<file path="src/rtl/dmem_arbiter_if.sv">
// Bus bundle for dmem_arbiter: core load/store port, loader port and the shared
// four-lane BRAM port. The arbiter takes the slave view, its environment the master view.
interface dmem_arbiter_if #(
  parameter int ADDR_WIDTH = 8
);
  logic                  C_REQ;
  logic                  C_WE;
  logic [ADDR_WIDTH-1:0] C_ADDR;
  logic [1:0]            C_SIZE;
  logic                  C_UNSIGNED;
  logic [31:0]           C_WDATA;
  logic                  C_GNT;
  logic                  C_RVALID;
  logic [31:0]           C_RDATA;
  logic                  C_ERR;

  logic                  L_REQ;
  logic                  L_WE;
  logic [ADDR_WIDTH-1:0] L_ADDR;
  logic [31:0]           L_WDATA;
  logic                  L_GNT;
  logic                  L_RVALID;
  logic [31:0]           L_RDATA;

  logic [ADDR_WIDTH-3:0] M_ADDR;
  logic [3:0]            M_WE;
  logic                  M_RE;
  logic [31:0]           M_DIN;
  logic [31:0]           M_DOUT;

  modport slave (
    input  C_REQ, C_WE, C_ADDR, C_SIZE, C_UNSIGNED, C_WDATA,
    output C_GNT, C_RVALID, C_RDATA, C_ERR,
    input  L_REQ, L_WE, L_ADDR, L_WDATA,
    output L_GNT, L_RVALID, L_RDATA,
    output M_ADDR, M_WE, M_RE, M_DIN,
    input  M_DOUT
  );

  modport master (
    output C_REQ, C_WE, C_ADDR, C_SIZE, C_UNSIGNED, C_WDATA,
    input  C_GNT, C_RVALID, C_RDATA, C_ERR,
    output L_REQ, L_WE, L_ADDR, L_WDATA,
    input  L_GNT, L_RVALID, L_RDATA,
    input  M_ADDR, M_WE, M_RE, M_DIN,
    output M_DOUT
  );
endinterface

</file>
<file path="src/rtl/dmem_arbiter.sv">
// Data-memory arbiter: round-robin between core and loader onto four byte-lane BRAMs,
// with store lane enables and load realignment. DMEM_MISALIGN_TRAP_EN enables the misalignment trap.
module dmem_arbiter #(
  parameter int ADDR_WIDTH = 8
) (
  input logic           CLK,
  input logic           RST,
  dmem_arbiter_if.slave bus
);

  typedef enum logic [0:0] {
    OWN_CORE   = 1'b0,
    OWN_LOADER = 1'b1
  } owner_e;

  owner_e     last_r;
  owner_e     tag_owner_r;
  logic       tag_valid_r;
  logic       tag_err_r;
  logic       tag_uns_r;
  logic [1:0] tag_off_r;
  logic [1:0] tag_size_r;

  logic       c_win_s;
  logic       l_win_s;
  logic       c_trap_s;
  logic [1:0] c_off_s;
  logic       unused_ok_s;

  function automatic logic [3:0] store_lanes(input logic [1:0] size, input logic [1:0] off);
    case (size)
      2'd0:    store_lanes = 4'b0001 << off;
      2'd1:    store_lanes = off[1] ? 4'b1100 : 4'b0011;
      default: store_lanes = 4'b1111;
    endcase
  endfunction

  function automatic logic [31:0] store_data(input logic [1:0] size, input logic [31:0] wdata);
    case (size)
      2'd0:    store_data = {4{wdata[7:0]}};
      2'd1:    store_data = {2{wdata[15:0]}};
      default: store_data = wdata;
    endcase
  endfunction

  function automatic logic [31:0] load_extract(input logic [1:0] size, input logic [1:0] off,
                                               input logic uns, input logic [31:0] dout);
    logic [7:0]  b;
    logic [15:0] h;
    b = dout[{off, 3'b000} +: 8];
    h = off[1] ? dout[31:16] : dout[15:0];
    case (size)
      2'd0:    load_extract = {{24{~uns & b[7]}}, b};
      2'd1:    load_extract = {{16{~uns & h[15]}}, h};
      default: load_extract = dout;
    endcase
  endfunction

  // Loader byte-offset bits are architecturally ignored.
  assign unused_ok_s = ^bus.L_ADDR[1:0];

  // Arbitration: a lone requester wins; on contention the side not granted last wins.
  always_comb begin
    c_win_s = 1'b0;
    l_win_s = 1'b0;
    if (RST) begin
      c_win_s = 1'b0;
      l_win_s = 1'b0;
    end else if (bus.C_REQ && bus.L_REQ) begin
      c_win_s = (last_r == OWN_LOADER);
      l_win_s = (last_r == OWN_CORE);
    end else begin
      c_win_s = bus.C_REQ;
      l_win_s = bus.L_REQ;
    end
  end

  // Effective core byte offset with misaligned low bits forced to zero.
  always_comb begin
    c_off_s = 2'b00;
    case (bus.C_SIZE)
      2'd0:    c_off_s = bus.C_ADDR[1:0];
      2'd1:    c_off_s = {bus.C_ADDR[1], 1'b0};
      default: c_off_s = 2'b00;
    endcase
  end

`ifdef DMEM_MISALIGN_TRAP_EN
  logic c_misalign_s;

  // Misaligned core accesses are granted but never reach the BRAMs.
  always_comb begin
    c_misalign_s = 1'b0;
    case (bus.C_SIZE)
      2'd0:    c_misalign_s = 1'b0;
      2'd1:    c_misalign_s = bus.C_ADDR[0];
      default: c_misalign_s = |bus.C_ADDR[1:0];
    endcase
  end

  assign c_trap_s = c_win_s & c_misalign_s;
`else
  assign c_trap_s = 1'b0;
`endif

  assign bus.C_GNT = c_win_s;
  assign bus.L_GNT = l_win_s;

  // Shared BRAM port driven for the winner; idle value is all zero.
  always_comb begin
    bus.M_ADDR = '0;
    bus.M_WE   = 4'b0000;
    bus.M_RE   = 1'b0;
    bus.M_DIN  = 32'h0000_0000;
    if (c_win_s && !c_trap_s) begin
      bus.M_ADDR = bus.C_ADDR[ADDR_WIDTH-1:2];
      if (bus.C_WE) begin
        bus.M_WE  = store_lanes(bus.C_SIZE, c_off_s);
        bus.M_DIN = store_data(bus.C_SIZE, bus.C_WDATA);
      end else begin
        bus.M_RE = 1'b1;
      end
    end else if (l_win_s) begin
      bus.M_ADDR = bus.L_ADDR[ADDR_WIDTH-1:2];
      if (bus.L_WE) begin
        bus.M_WE  = 4'b1111;
        bus.M_DIN = bus.L_WDATA;
      end else begin
        bus.M_RE = 1'b1;
      end
    end else begin
      bus.M_RE = 1'b0;
    end
  end

  // Round-robin pointer and response tag captured at grant.
  always_ff @(posedge CLK) begin
    if (RST) begin
      last_r      <= OWN_LOADER;
      tag_valid_r <= 1'b0;
      tag_err_r   <= 1'b0;
      tag_owner_r <= OWN_CORE;
      tag_off_r   <= 2'b00;
      tag_size_r  <= 2'b00;
      tag_uns_r   <= 1'b0;
    end else begin
      if (c_win_s) begin
        last_r <= OWN_CORE;
      end else if (l_win_s) begin
        last_r <= OWN_LOADER;
      end else begin
        last_r <= last_r;
      end
      tag_valid_r <= (c_win_s && !bus.C_WE) || (l_win_s && !bus.L_WE);
      tag_err_r   <= c_trap_s;
      tag_owner_r <= l_win_s ? OWN_LOADER : OWN_CORE;
      tag_off_r   <= c_off_s;
      tag_size_r  <= bus.C_SIZE;
      tag_uns_r   <= bus.C_UNSIGNED;
    end
  end

  // Response steering; RST suppresses any response already in flight.
  always_comb begin
    bus.C_RVALID = 1'b0;
    bus.C_RDATA  = 32'h0000_0000;
    bus.C_ERR    = 1'b0;
    bus.L_RVALID = 1'b0;
    bus.L_RDATA  = 32'h0000_0000;
    if (!RST) begin
      bus.C_ERR = tag_err_r;
      if (tag_valid_r && (tag_owner_r == OWN_CORE)) begin
        bus.C_RVALID = 1'b1;
        bus.C_RDATA  = tag_err_r ? 32'h0000_0000
                                 : load_extract(tag_size_r, tag_off_r, tag_uns_r, bus.M_DOUT);
      end else if (tag_valid_r && (tag_owner_r == OWN_LOADER)) begin
        bus.L_RVALID = 1'b1;
        bus.L_RDATA  = bus.M_DOUT;
      end else begin
        bus.C_RVALID = 1'b0;
      end
    end else begin
      bus.C_ERR = 1'b0;
    end
  end

endmodule

</file>
<file path="src/flat_wrapper.sv">
// flat-port wrapper written by rule: the top's interface ports become plain ports
module dmem_arbiter_flat 
#(
  parameter int ADDR_WIDTH = 8
)
  (CLK, RST, bus_C_REQ, bus_C_WE, bus_C_ADDR, bus_C_SIZE, bus_C_UNSIGNED, bus_C_WDATA, bus_C_GNT, bus_C_RVALID, bus_C_RDATA, bus_C_ERR, bus_L_REQ, bus_L_WE, bus_L_ADDR, bus_L_WDATA, bus_L_GNT, bus_L_RVALID, bus_L_RDATA, bus_M_ADDR, bus_M_WE, bus_M_RE, bus_M_DIN, bus_M_DOUT);
  dmem_arbiter_if #(.ADDR_WIDTH(ADDR_WIDTH)) bus_i ();
  input logic CLK;
  input logic RST;
  input wire logic [$bits(bus_i.C_REQ)-1:0] bus_C_REQ;
  input wire logic [$bits(bus_i.C_WE)-1:0] bus_C_WE;
  input wire logic [$bits(bus_i.C_ADDR)-1:0] bus_C_ADDR;
  input wire logic [$bits(bus_i.C_SIZE)-1:0] bus_C_SIZE;
  input wire logic [$bits(bus_i.C_UNSIGNED)-1:0] bus_C_UNSIGNED;
  input wire logic [$bits(bus_i.C_WDATA)-1:0] bus_C_WDATA;
  output wire logic [$bits(bus_i.C_GNT)-1:0] bus_C_GNT;
  output wire logic [$bits(bus_i.C_RVALID)-1:0] bus_C_RVALID;
  output wire logic [$bits(bus_i.C_RDATA)-1:0] bus_C_RDATA;
  output wire logic [$bits(bus_i.C_ERR)-1:0] bus_C_ERR;
  input wire logic [$bits(bus_i.L_REQ)-1:0] bus_L_REQ;
  input wire logic [$bits(bus_i.L_WE)-1:0] bus_L_WE;
  input wire logic [$bits(bus_i.L_ADDR)-1:0] bus_L_ADDR;
  input wire logic [$bits(bus_i.L_WDATA)-1:0] bus_L_WDATA;
  output wire logic [$bits(bus_i.L_GNT)-1:0] bus_L_GNT;
  output wire logic [$bits(bus_i.L_RVALID)-1:0] bus_L_RVALID;
  output wire logic [$bits(bus_i.L_RDATA)-1:0] bus_L_RDATA;
  output wire logic [$bits(bus_i.M_ADDR)-1:0] bus_M_ADDR;
  output wire logic [$bits(bus_i.M_WE)-1:0] bus_M_WE;
  output wire logic [$bits(bus_i.M_RE)-1:0] bus_M_RE;
  output wire logic [$bits(bus_i.M_DIN)-1:0] bus_M_DIN;
  input wire logic [$bits(bus_i.M_DOUT)-1:0] bus_M_DOUT;
  assign bus_i.C_REQ = bus_C_REQ;
  assign bus_i.C_WE = bus_C_WE;
  assign bus_i.C_ADDR = bus_C_ADDR;
  assign bus_i.C_SIZE = bus_C_SIZE;
  assign bus_i.C_UNSIGNED = bus_C_UNSIGNED;
  assign bus_i.C_WDATA = bus_C_WDATA;
  assign bus_C_GNT = bus_i.C_GNT;
  assign bus_C_RVALID = bus_i.C_RVALID;
  assign bus_C_RDATA = bus_i.C_RDATA;
  assign bus_C_ERR = bus_i.C_ERR;
  assign bus_i.L_REQ = bus_L_REQ;
  assign bus_i.L_WE = bus_L_WE;
  assign bus_i.L_ADDR = bus_L_ADDR;
  assign bus_i.L_WDATA = bus_L_WDATA;
  assign bus_L_GNT = bus_i.L_GNT;
  assign bus_L_RVALID = bus_i.L_RVALID;
  assign bus_L_RDATA = bus_i.L_RDATA;
  assign bus_M_ADDR = bus_i.M_ADDR;
  assign bus_M_WE = bus_i.M_WE;
  assign bus_M_RE = bus_i.M_RE;
  assign bus_M_DIN = bus_i.M_DIN;
  assign bus_i.M_DOUT = bus_M_DOUT;
  dmem_arbiter #(.ADDR_WIDTH(ADDR_WIDTH)) u_core (.CLK(CLK), .RST(RST), .bus(bus_i));
endmodule
</file>
<file path="config.mk">
export PLATFORM = sky130hd
export DESIGN_NAME = dmem_arbiter_flat
export DESIGN_NICKNAME = d
export VERILOG_FILES = /design/src/rtl/dmem_arbiter_if.sv /design/src/rtl/dmem_arbiter.sv /design/src/flat_wrapper.sv
export SDC_FILE = /design/constraint.sdc
export NUM_CORES = 1
export LEC_CHECK = 0
export CORE_ASPECT_RATIO = 0.75
export CORE_MARGIN = 2
export CORE_UTILIZATION = 28
export CTS_CLUSTER_DIAMETER = 80
export DETAILED_ROUTE_END_ITERATION = 12
export PLACE_DENSITY = 0.9
export SLEW_MARGIN = 20
export SYNTH_ARGS = -nofsm -noshare
export SYNTH_HDL_FRONTEND = slang
export SYNTH_SLANG_ARGS = --single-unit
</file>
<file path="constraint.sdc">
create_clock -name CLK -period 2.4 [get_ports CLK]
set_input_delay 0.48 -clock CLK [delete_from_list [all_inputs] [get_ports CLK]]
set_output_delay 0.48 -clock CLK [all_outputs]
set_load 0.02 [all_outputs]
</file>
Yosys cells after proc, flatten, opt, wreduce, memory -nomap -nowiden
Index checks and enable logic that the tools add are counted.

Word-level logic and storage cells: 63. Output and inout bits: 112. Bits in registers: 8. Input bits: 121.

Multiplexer cells: 37. Bitwise operators: 5. Reduce and logical (&&, ||, !) cells: 11. Eq/ne operators: 2. Shifts and indexed selects: 2.

Operators by type and width (count): $mux W32 (9); $pmux W32 S2 (2); $shiftx A32 B6 Y8 (1); $mux W4 (5); $mux W1 (16); $mux W16 (1); $mux W6 (2); $pmux W4 S2 (1); $logic_and A1 B1 Y1 (5); $eq A2 B1 Y1 const B (2); $logic_not A2 Y1 (2); $pmux W2 S2 (1); $shl A1 B2 Y4 const A (1); $not A1 Y1 (3); $and A1 B1 Y1 (2); $logic_not A1 Y1 (2); $reduce_bool A2 Y1 (1); $logic_or A1 B1 Y1 (1).

Longest topological paths before layout
Gate-level depths: netlist of run 1.

Depth after elaboration: 6. Depth in mapped cells: 7. Mapped depth without buffers: 4.

Worst setup path after synthesis of run 1
Ideal clock, no wire load.

Kind: input to output. From: in bus_L_REQ. To: out bus_M_WE[0]. Required time: 1.920 ns. Slack: -0.211 ns. Buffers on the path: 1. Cell stages on the path: 5. Arrival time: 2.131 ns. Cell sequence: nor2b_1 > nor3b_2 > nand2_1 > clkbuf_1 > o31ai_1.

Elaborated cells between the ends (all ways): 7. Those cells by class: mux (6); reduce/logical (1).

RTL lines: start, declared (line flat_wrapper.sv:20) `input wire logic [$bits(bus_i.L_REQ)-1:0] bus_L_REQ;`; $logic_and A1 B1 Y1 (line dmem_arbiter.sv:69) `end else if (bus.C_REQ && bus.L_REQ) begin`; $mux W1 (line dmem_arbiter.sv:69); $mux W1 (line dmem_arbiter.sv:66) `if (RST) begin`; net bus_C_GNT (line flat_wrapper.sv:16) `output wire logic [$bits(bus_i.C_GNT)-1:0] bus_C_GNT;`; $mux W4 (line dmem_arbiter.sv:115) `if (c_win_s && !c_trap_s) begin`; end, declared (line flat_wrapper.sv:28) `output wire logic [$bits(bus_i.M_WE)-1:0] bus_M_WE;`.

The timed path passes the listed nets, and every way through them passes these cells.

Worst setup path after layout of run 1
From: reg u_core.tag_off_r[0]. To: out bus_C_RDATA[8].

Word-level cells in the longest chain between the ends: 5.

Ends and longest elaborated chain: start, declared (line dmem_arbiter.sv:21) `logic [1:0] tag_off_r;`; start signal, assigned (line dmem_arbiter.sv:157) `tag_off_r <= c_off_s;`; $shiftx A32 B6 Y8 (line dmem_arbiter.sv:50) `b = dout[{off, 3'b000} +: 8];`; $and A1 B1 Y1 (line dmem_arbiter.sv:53) `2'd0: load_extract = {{24{~uns & b[7]}}, b};`; $pmux W32 S2 (line dmem_arbiter.sv:52) `case (size)`; $mux W32 (line dmem_arbiter.sv:172) `if (tag_valid_r && (tag_owner_r == OWN_CORE)) begin`; $mux W32 (line dmem_arbiter.sv:170) `if (!RST) begin`; end, declared (line flat_wrapper.sv:18) `output wire logic [$bits(bus_i.C_RDATA)-1:0] bus_C_RDATA;`.

Every way passes these cells.

==> results of run 1 <==
-- Yosys cell counts (4+ instances only) --
cell,count
o2bb2ai_1,16
and2_1,34
a22o_1,22
o21ai_0,18
buf_2,9
nor2b_1,14
a221oi_1,7
a211oi_1,8
dfxtp_1,8
nand2_1,57
o221ai_1,7
mux2i_1,26
o31ai_1,4
nor2_1,9
clkbuf_1,12
inv_1,12
-- critical path: cells and delay by family, from the launching register on --
family / cells / cell delay [ns]
flops: 1 / 0.34
buf+inv: 1 / 0.24
simple gates: 1 / 0.40
compound gates: 3 / 0.77
-- what timing repair did --
item | in CTS | in global routing
gates cloned | 3 | 1
pin swaps | 6 | 27
endpoints found under the hold margin | 0 | 0
buffers inserted | 6 | 0
resized for setup | 388 | 130
setup endpoints to repair | 111 | 81
-- worst min path at each step --
stage | from | end | depth (start not counted)
6_report | u_core.last_r$_SDFFE_PP1P_ | u_core.last_r$_SDFFE_PP1P_ | 2
5_1_grt | u_core.last_r$_SDFFE_PP1P_ | u_core.last_r$_SDFFE_PP1P_ | 2
4_1_cts | u_core.last_r$_SDFFE_PP1P_ | u_core.last_r$_SDFFE_PP1P_ | 2
3_5_place_dp | u_core.last_r$_SDFFE_PP1P_ | u_core.last_r$_SDFFE_PP1P_ | 2
3_3_place_gp | u_core.last_r$_SDFFE_PP1P_ | u_core.last_r$_SDFFE_PP1P_ | 2
2_1_floorplan | u_core.last_r$_SDFFE_PP1P_ | u_core.last_r$_SDFFE_PP1P_ | 2
-- sequential cells by signal (all words and copies together), names as in the netlist --
signal	cells
u_core.tag_owner_r	1
u_core.tag_uns_r	1
u_core.tag_off_r	2
u_core.last_r	1
u_core.tag_valid_r	1
u_core.tag_size_r	2
-- cell type report --
class,instances,area (µm²)
multi-input cells,244,1820
inverters,13,53.8
repair buffers,297,2570
flip-flops and latches,8,164
clock buffers,3,41.3
well taps,84,105
fillers,569,2070
-- kinds of logic (layout without fill, tap and decap cells) --
group,Yosys count,count (layout),share of synthesized area (%)
and+or+nand+nor,127,127,32.5
AOI/OAI and AO/OA,89,90,36.4
buffers and inverters,42,313,9.71
muxes,26,26,13.1
DFF,8,8,8.07
other,1,1,0.189
-- power by group through the flow --
stage               Clock [mW]  Combinational (mW)  Sequential (mW)
finish                   0.158               0.741            0.147
global route             0.171               0.781            0.148
CTS                      0.160               0.720            0.146
detailed placement           0               0.714            0.147
global placement             0               0.697            0.147
floorplan                    0               0.266            0.146
-- routing by layer --
layer  up-vias  track usage [%]
li1       1604                -
met1      1597             35.6
met2       185             51.8
met3        30             8.11
met4         0             10.0
met5         -                0
-- per-stage QoR --
step / setup TNS (ns) / hold WS (ns) / utilization [%]
floorplan: 0 / 0.482 / -
global placement: -53.34 / 0.502 / 70.2
detailed placement: -56.64 / 0.515 / 70.2
CTS: 0 / 0.587 / 72.6
global route: -0.926 / 0.607 / 69.6
finish: -0.0564 / 0.587 / 69.6
==> summary.txt, run 1 <==
Timing
  • RSZ-0062 raised after global routing: true
  • Final period utilization: 102%
  • Slew headroom: between 50% and 60%
  • Clock Skew: about 0.000060 ns
  • Final hold vios: 0
  • Setup ws final: -0.0552 ns
  • Worst-margin pin slew: roughly 0.62 ns
  • Post-layout min period: between 2 and 2.5 ns
  • Peak Freq: 407 MHz
  • Fin. max-slew vios: 0
  • Final setup viols: 3

Detailed routing
  • DRT antenna net count: 0
  • Vias: 3,416
  • DR vias/cell: between 5 and 6
  • Wire length on met3: ~1000 µm
  • Metal2 WL: between 6000 and 7000 µm
  • Drt first pass iters: 4
  • Met1 Wirelength: 4820 µm
  • WL final: about 12,000 µm
  • Residual DRC: 0
  • DRT iter0 DRCs: roughly 210
  • DR WL/cell: between 15 and 20 µm
  • Highest Signal Layer: met4

Pwr
  • Pleak: about 2.4 nW
  • Sequential power share: approximately 14%
  • Max VDD drop: between 0.0002 and 0.00025 V
  • Pwr/cell area: between 200 and 250 nW/µm²
  • Pint: 0.649 mW
  • Comb pwr share: approximately 71%
  • Clock network fraction of total power: 15.1%
  • P_sw: 0.397 mW
  • Final Power: 1.05 mW
  • Switching share of power: 38.0%

Global routing
  • Tot GR Track Use: between 30% and 40%
  • Gr ovfl total: 0
  • Largest net degree at the start of global routing: 33
  • Vias in the first global route: 3,554
  • Global-route wire length before repair: about 19,000 µm
  • Number of antenna violations at the first check in global routing: 0

Floorplanning
  • Die height: 76.9 µm
  • Die Width: between 100 and 150 µm
  • Rows: 26
  • Core area: 6830 µm²
  • Initial Util: approximately 29%
  • Die Footprint: 7780 µm²
  • I/O Pins: 233

Status
  • Status: finished, violations left
  • Failing checks: negative setup slack

Synth
  • Avg Cell Area, Syn: 6.77 µm²
  • Cell taking the most area after synthesis: mux2i_1
  • Yosys reg bits: 8
  • Synth top area share: between 10% and 20%
  • Total of warnings raised by yosys: 0
  • Post-synthesis sequential area ratio: 8.07%
  • Synthesized area: between 1500 and 2000 µm²
  • Synth async-reset ratio: 0%
  • Synth Instances: between 200 and 300
  • Prevailing post-synth register cell: dfxtp_1
  • Mapped Nets: approximately 410
  • Synth cell types: 36
  • Post-synth EDFFs: 0
  • Synth top area cells: mux2i_1 (13%), nand2_1 (11%), and2_1 (11%)

Cells and area
  • Ant diodes: 0
  • Cell area after layout: 4760 µm²
  • Layout Cells excl Fill: ~650
  • Synth-to-layout area growth: 140%
  • Leading cell types in the layout, fill and taps excluded: clkdlybuf4s50_1 (110), buf_2 (68), buf_4 (62)
  • Commonest non-fill, non-tap cell in the layout: clkdlybuf4s50_1
  • Ratio of cells with drive above 1 in the final layout: approximately 37%
  • Final net count: ~690

Clocking
  • Clk Latency, worst-skew pair: 0.22 ns
  • # H-tree levels: 1
  • Root buffer cell: clkbuf_8
  • TritonCTS Sinks: 8
  • CTS tree: done
  • Worst-path clk slew: ~0.040 ns
  • CTS Buffer Depth: 2
  • Number of CTS-inserted buffers: 3
  • Quantity of hold-fixing buffers added after cts: 0

Critical path
  • Crit end category: output pin
  • CP Launch Point: u_core.tag_off_r[0]$_SDFF_PP0_
  • Largest fanout on the critical path: 7
  • WP data arrival: 1.98 ns
  • Worst setup path end: bus_C_RDATA[8]
  • RR Endpoint: u_core.tag_valid_r$_SDFF_PP0_
  • Worst r2r path cells: 6
  • Startpoint Class: flop
  • WP data required: between 1.5 and 2 ns
  • Crit Path Class: flop to output pin
  • Reg-to-Reg Start: u_core.last_r$_SDFFE_PP1P_
  • Max stage delay on crit path: roughly 0.40 ns
  • Slowest-stage cell, CP: or3b_4
  • Reg2reg setup slack: ~1.1 ns
  • CP Cell Sequence: or3b_4, o22ai_4, a21oi_2, a221oi_1, buf_2

Placed design
  • Placed cell count: about 640
  • GP Congestion: 0.911
  • DP Area: between 4000 and 5000 µm²
  • Post-detailed-placement half-perimeter wirelength: 9220 µm
  • Pre-CTS setup slack: -0.647 ns
  • I/O Buffers: ~230

Worst hold path
  • Hold Crit Class: flop to flop

Job
  • Maxcap violations: 0
Note: power is estimated with default switching activity, not from simulation.
==> run 2: changes to the inputs <==
--- a/config.mk
+++ b/config.mk
@@ -15,3 +15,4 @@
 export SYNTH_ARGS = -nofsm -noshare
 export SYNTH_HDL_FRONTEND = slang
 export SYNTH_SLANG_ARGS = --single-unit
+export TNS_END_PERCENT = 5
==> run 2 against run 1 <==
Compared with the run above: the run still ends with negative setup slack left; design area is 3.0% higher; clock power about the same; die area stayed put; critical path type unchanged; critical endpoint is now bus_C_RDATA[15]; largest power group unchanged; highest routed layer unchanged.
==> summary.txt, run 2 (synthesis gave the netlist of run 1 again) <==
Detailed routing
  • DR vias/cell: 5.28 (+0.23%)
  • DR WL/cell: 18.5 µm (-2.8%)
  • DRT antenna net count: 0 (unchanged)
  • Residual DRC: 0 (unchanged)
  • Drt first pass iters: 5 (+1)
  • Vias: 3,424 (+0.23%)
  • DRT iter0 DRCs: 202 (-3.3%)
  • WL final: 12,000 µm (-2.8%)

Cells and area
  • Post-layout util: 71.7% (+2.1 points)
  • Biggest regs: u_core.tag_off_r: 2 flops, u_core.tag_size_r: 2 flops
  • Leading cell types in the layout, fill and taps excluded: clkdlybuf4s50_1 (111), buf_4 (63), nand2_1 (53)
  • Cell area after layout: 4900 µm² (+3.0%)
  • Commonest non-fill, non-tap cell in the layout: clkdlybuf4s50_1
  • Layout Cells excl Fill: 649 (unchanged)
  • Ant diodes: 0 (unchanged)
  • Synth-to-layout area growth: 147%
  • Ratio of cells with drive above 1 in the final layout: 35.9% (-1.1 points)
  • Final net count: 688 (unchanged)

Global routing
  • Number of antenna violations at the first check in global routing: 0 (unchanged)
  • Gr ovfl total: 0 (unchanged)
  • Global-route wire length before repair: 18,200 µm (-1.9%)
  • Vias in the first global route: 3,534 (-0.56%)
  • GR Layer Usage met2: 51.3% (-0.46 points)
  • Largest net degree at the start of global routing: 33 (unchanged)
  • Met3 Resource Use GR: 7.84% (-0.27 points)
  • Met1 usage: 34.1% (-1.5 points)
  • GR peak layer: met2
  • Tot GR Track Use: 29.4% (-0.66 points)

Critical path
  • Largest fanout on the critical path: 4 (-3)
  • WP data arrival: 1.95 ns (-0.03 ns)
  • WP data required: 1.92 ns (about the same)
  • Reg2reg setup slack: 1.10 ns (about the same)
  • Worst r2r path cells: 6 (unchanged)
  • Crit end category: output pin
  • Startpoint Class: flop
  • Crit Path Class: flop to output pin

Clocking
  • CTS Buffer Depth: 2 (unchanged)
  • Quantity of hold-fixing buffers added after cts: 0 (unchanged)
  • Clk Latency, worst-skew pair: 0.22 ns (about the same)
  • TritonCTS Sinks: 8 (unchanged)
  • Root buffer cell: clkbuf_8
  • Number of CTS-inserted buffers: 3 (unchanged)
  • Worst-path clk slew: 0.04 ns (about the same)
  • # H-tree levels: 1 (unchanged)
  • CTS tree: done

Placed design
  • GP Congestion: 0.911 (unchanged)
  • Placed cell count: 636 (unchanged)
  • I/O Buffers: 229 (unchanged)
  • DP Area: 4790 µm² (unchanged)
  • Post-detailed-placement half-perimeter wirelength: 9220 µm (unchanged)
  • Pre-CTS setup slack: -0.647 ns (unchanged)

Status
  • Status: finished, violations left
  • Failing checks: negative setup slack

Timing
  • Final period utilization: 101% (-1.1 points)
  • RSZ-0062 raised after global routing: true
  • WHS: 0.589 ns (+0.00245 ns)
  • Final setup viols: 10 (+7)
  • Setup ws final: -0.0288 ns (+0.0264 ns)
  • Final hold vios: 0 (unchanged)
  • TNS Setup: -0.102 ns (-0.0457 ns)
  • Fin. max-slew vios: 0 (unchanged)
  • Peak Freq: 412 MHz (+1.1%)
  • Post-layout min period: 2.43 ns (-0.0264 ns)
  • Clock Skew: 0.0000583 ns (-0.00000140 ns)

Floorplanning
  • Core area: 6830 µm² (unchanged)
  • I/O Pins: 233 (unchanged)
  • Die Footprint: 7780 µm² (unchanged)
  • Initial Util: 29.0% (unchanged)
  • Die Width: 101 µm (unchanged)
  • Rows: 26 (unchanged)
  • Die height: 76.9 µm (unchanged)

Pwr
  • Final Power: 1.04 mW (-1.0%)
  • Max VDD drop: 0.000217 V (+1.2%)
  • Pleak: 2.26 nW (-3.7%)
  • Pwr/cell area: 211 nW/µm² (-3.9%)

Job
  • Maxcap violations: 0 (unchanged)

Worst hold path
  • Hold Path Depth: 2 (unchanged)
  • Hold Crit Class: flop to flop
-- run 2: where the power goes --
| part | total, mW | internal (mW) | switching, mW |
|---|---|---|---|
| Clock | 0.156 | 0.108 | 0.0482 |
| Sequential | 0.147 | 0.141 | 0.00579 |
| Combinational | 0.732 | 0.398 | 0.334 |
| Total | 1.04 | 0.648 | 0.388 |
-- run 2: path summary, 6_finish.rpt --
check | start | endpoint
worst max-delay path | u_core.tag_size_r[1]$_SDFF_PP0_ | bus_C_RDATA[15]
worst max register to register | u_core.last_r$_SDFFE_PP1P_ | u_core.tag_valid_r$_SDFF_PP0_
worst min register to register | u_core.last_r$_SDFFE_PP1P_ | u_core.last_r$_SDFFE_PP1P_
worst min-delay path | u_core.last_r$_SDFFE_PP1P_ | u_core.last_r$_SDFFE_PP1P_
-- run 2: cell type report --
type                    instances  area (µm²)
well taps                      84         105
repair buffers                297        2750
clock buffers                   3        41.3
multi-input cells             244        1790
inverters                      13        53.8
fillers                       534        1930
flip-flops and latches          8         164
-- run 2: worst max-delay path, stage by stage, from the launching register on --
cell,delay (ns)
dfxtp_2,0.32
or3b_4,0.41
o22ai_4,0.25
buf_4,0.16
a211oi_1,0.07
nor2_1,0.16
clkdlybuf4s15_1,0.34
-- run 2: what timing repair did --
action	4_1_cts	5_1_grt
cloned	1	3
buffers inserted	6	0
resized for setup	414	26
pin swaps	9	11
setup endpoints to repair	111	96
-- run 2: layer usage --
layer	wire, µm	vias to the layer above	share of wire, %
li1	-	1605	-
met1	4640	1576	39
met2	5960	203	50
met3	1020	40	8.5
met4	396	0	3.3
met5	0	-	0
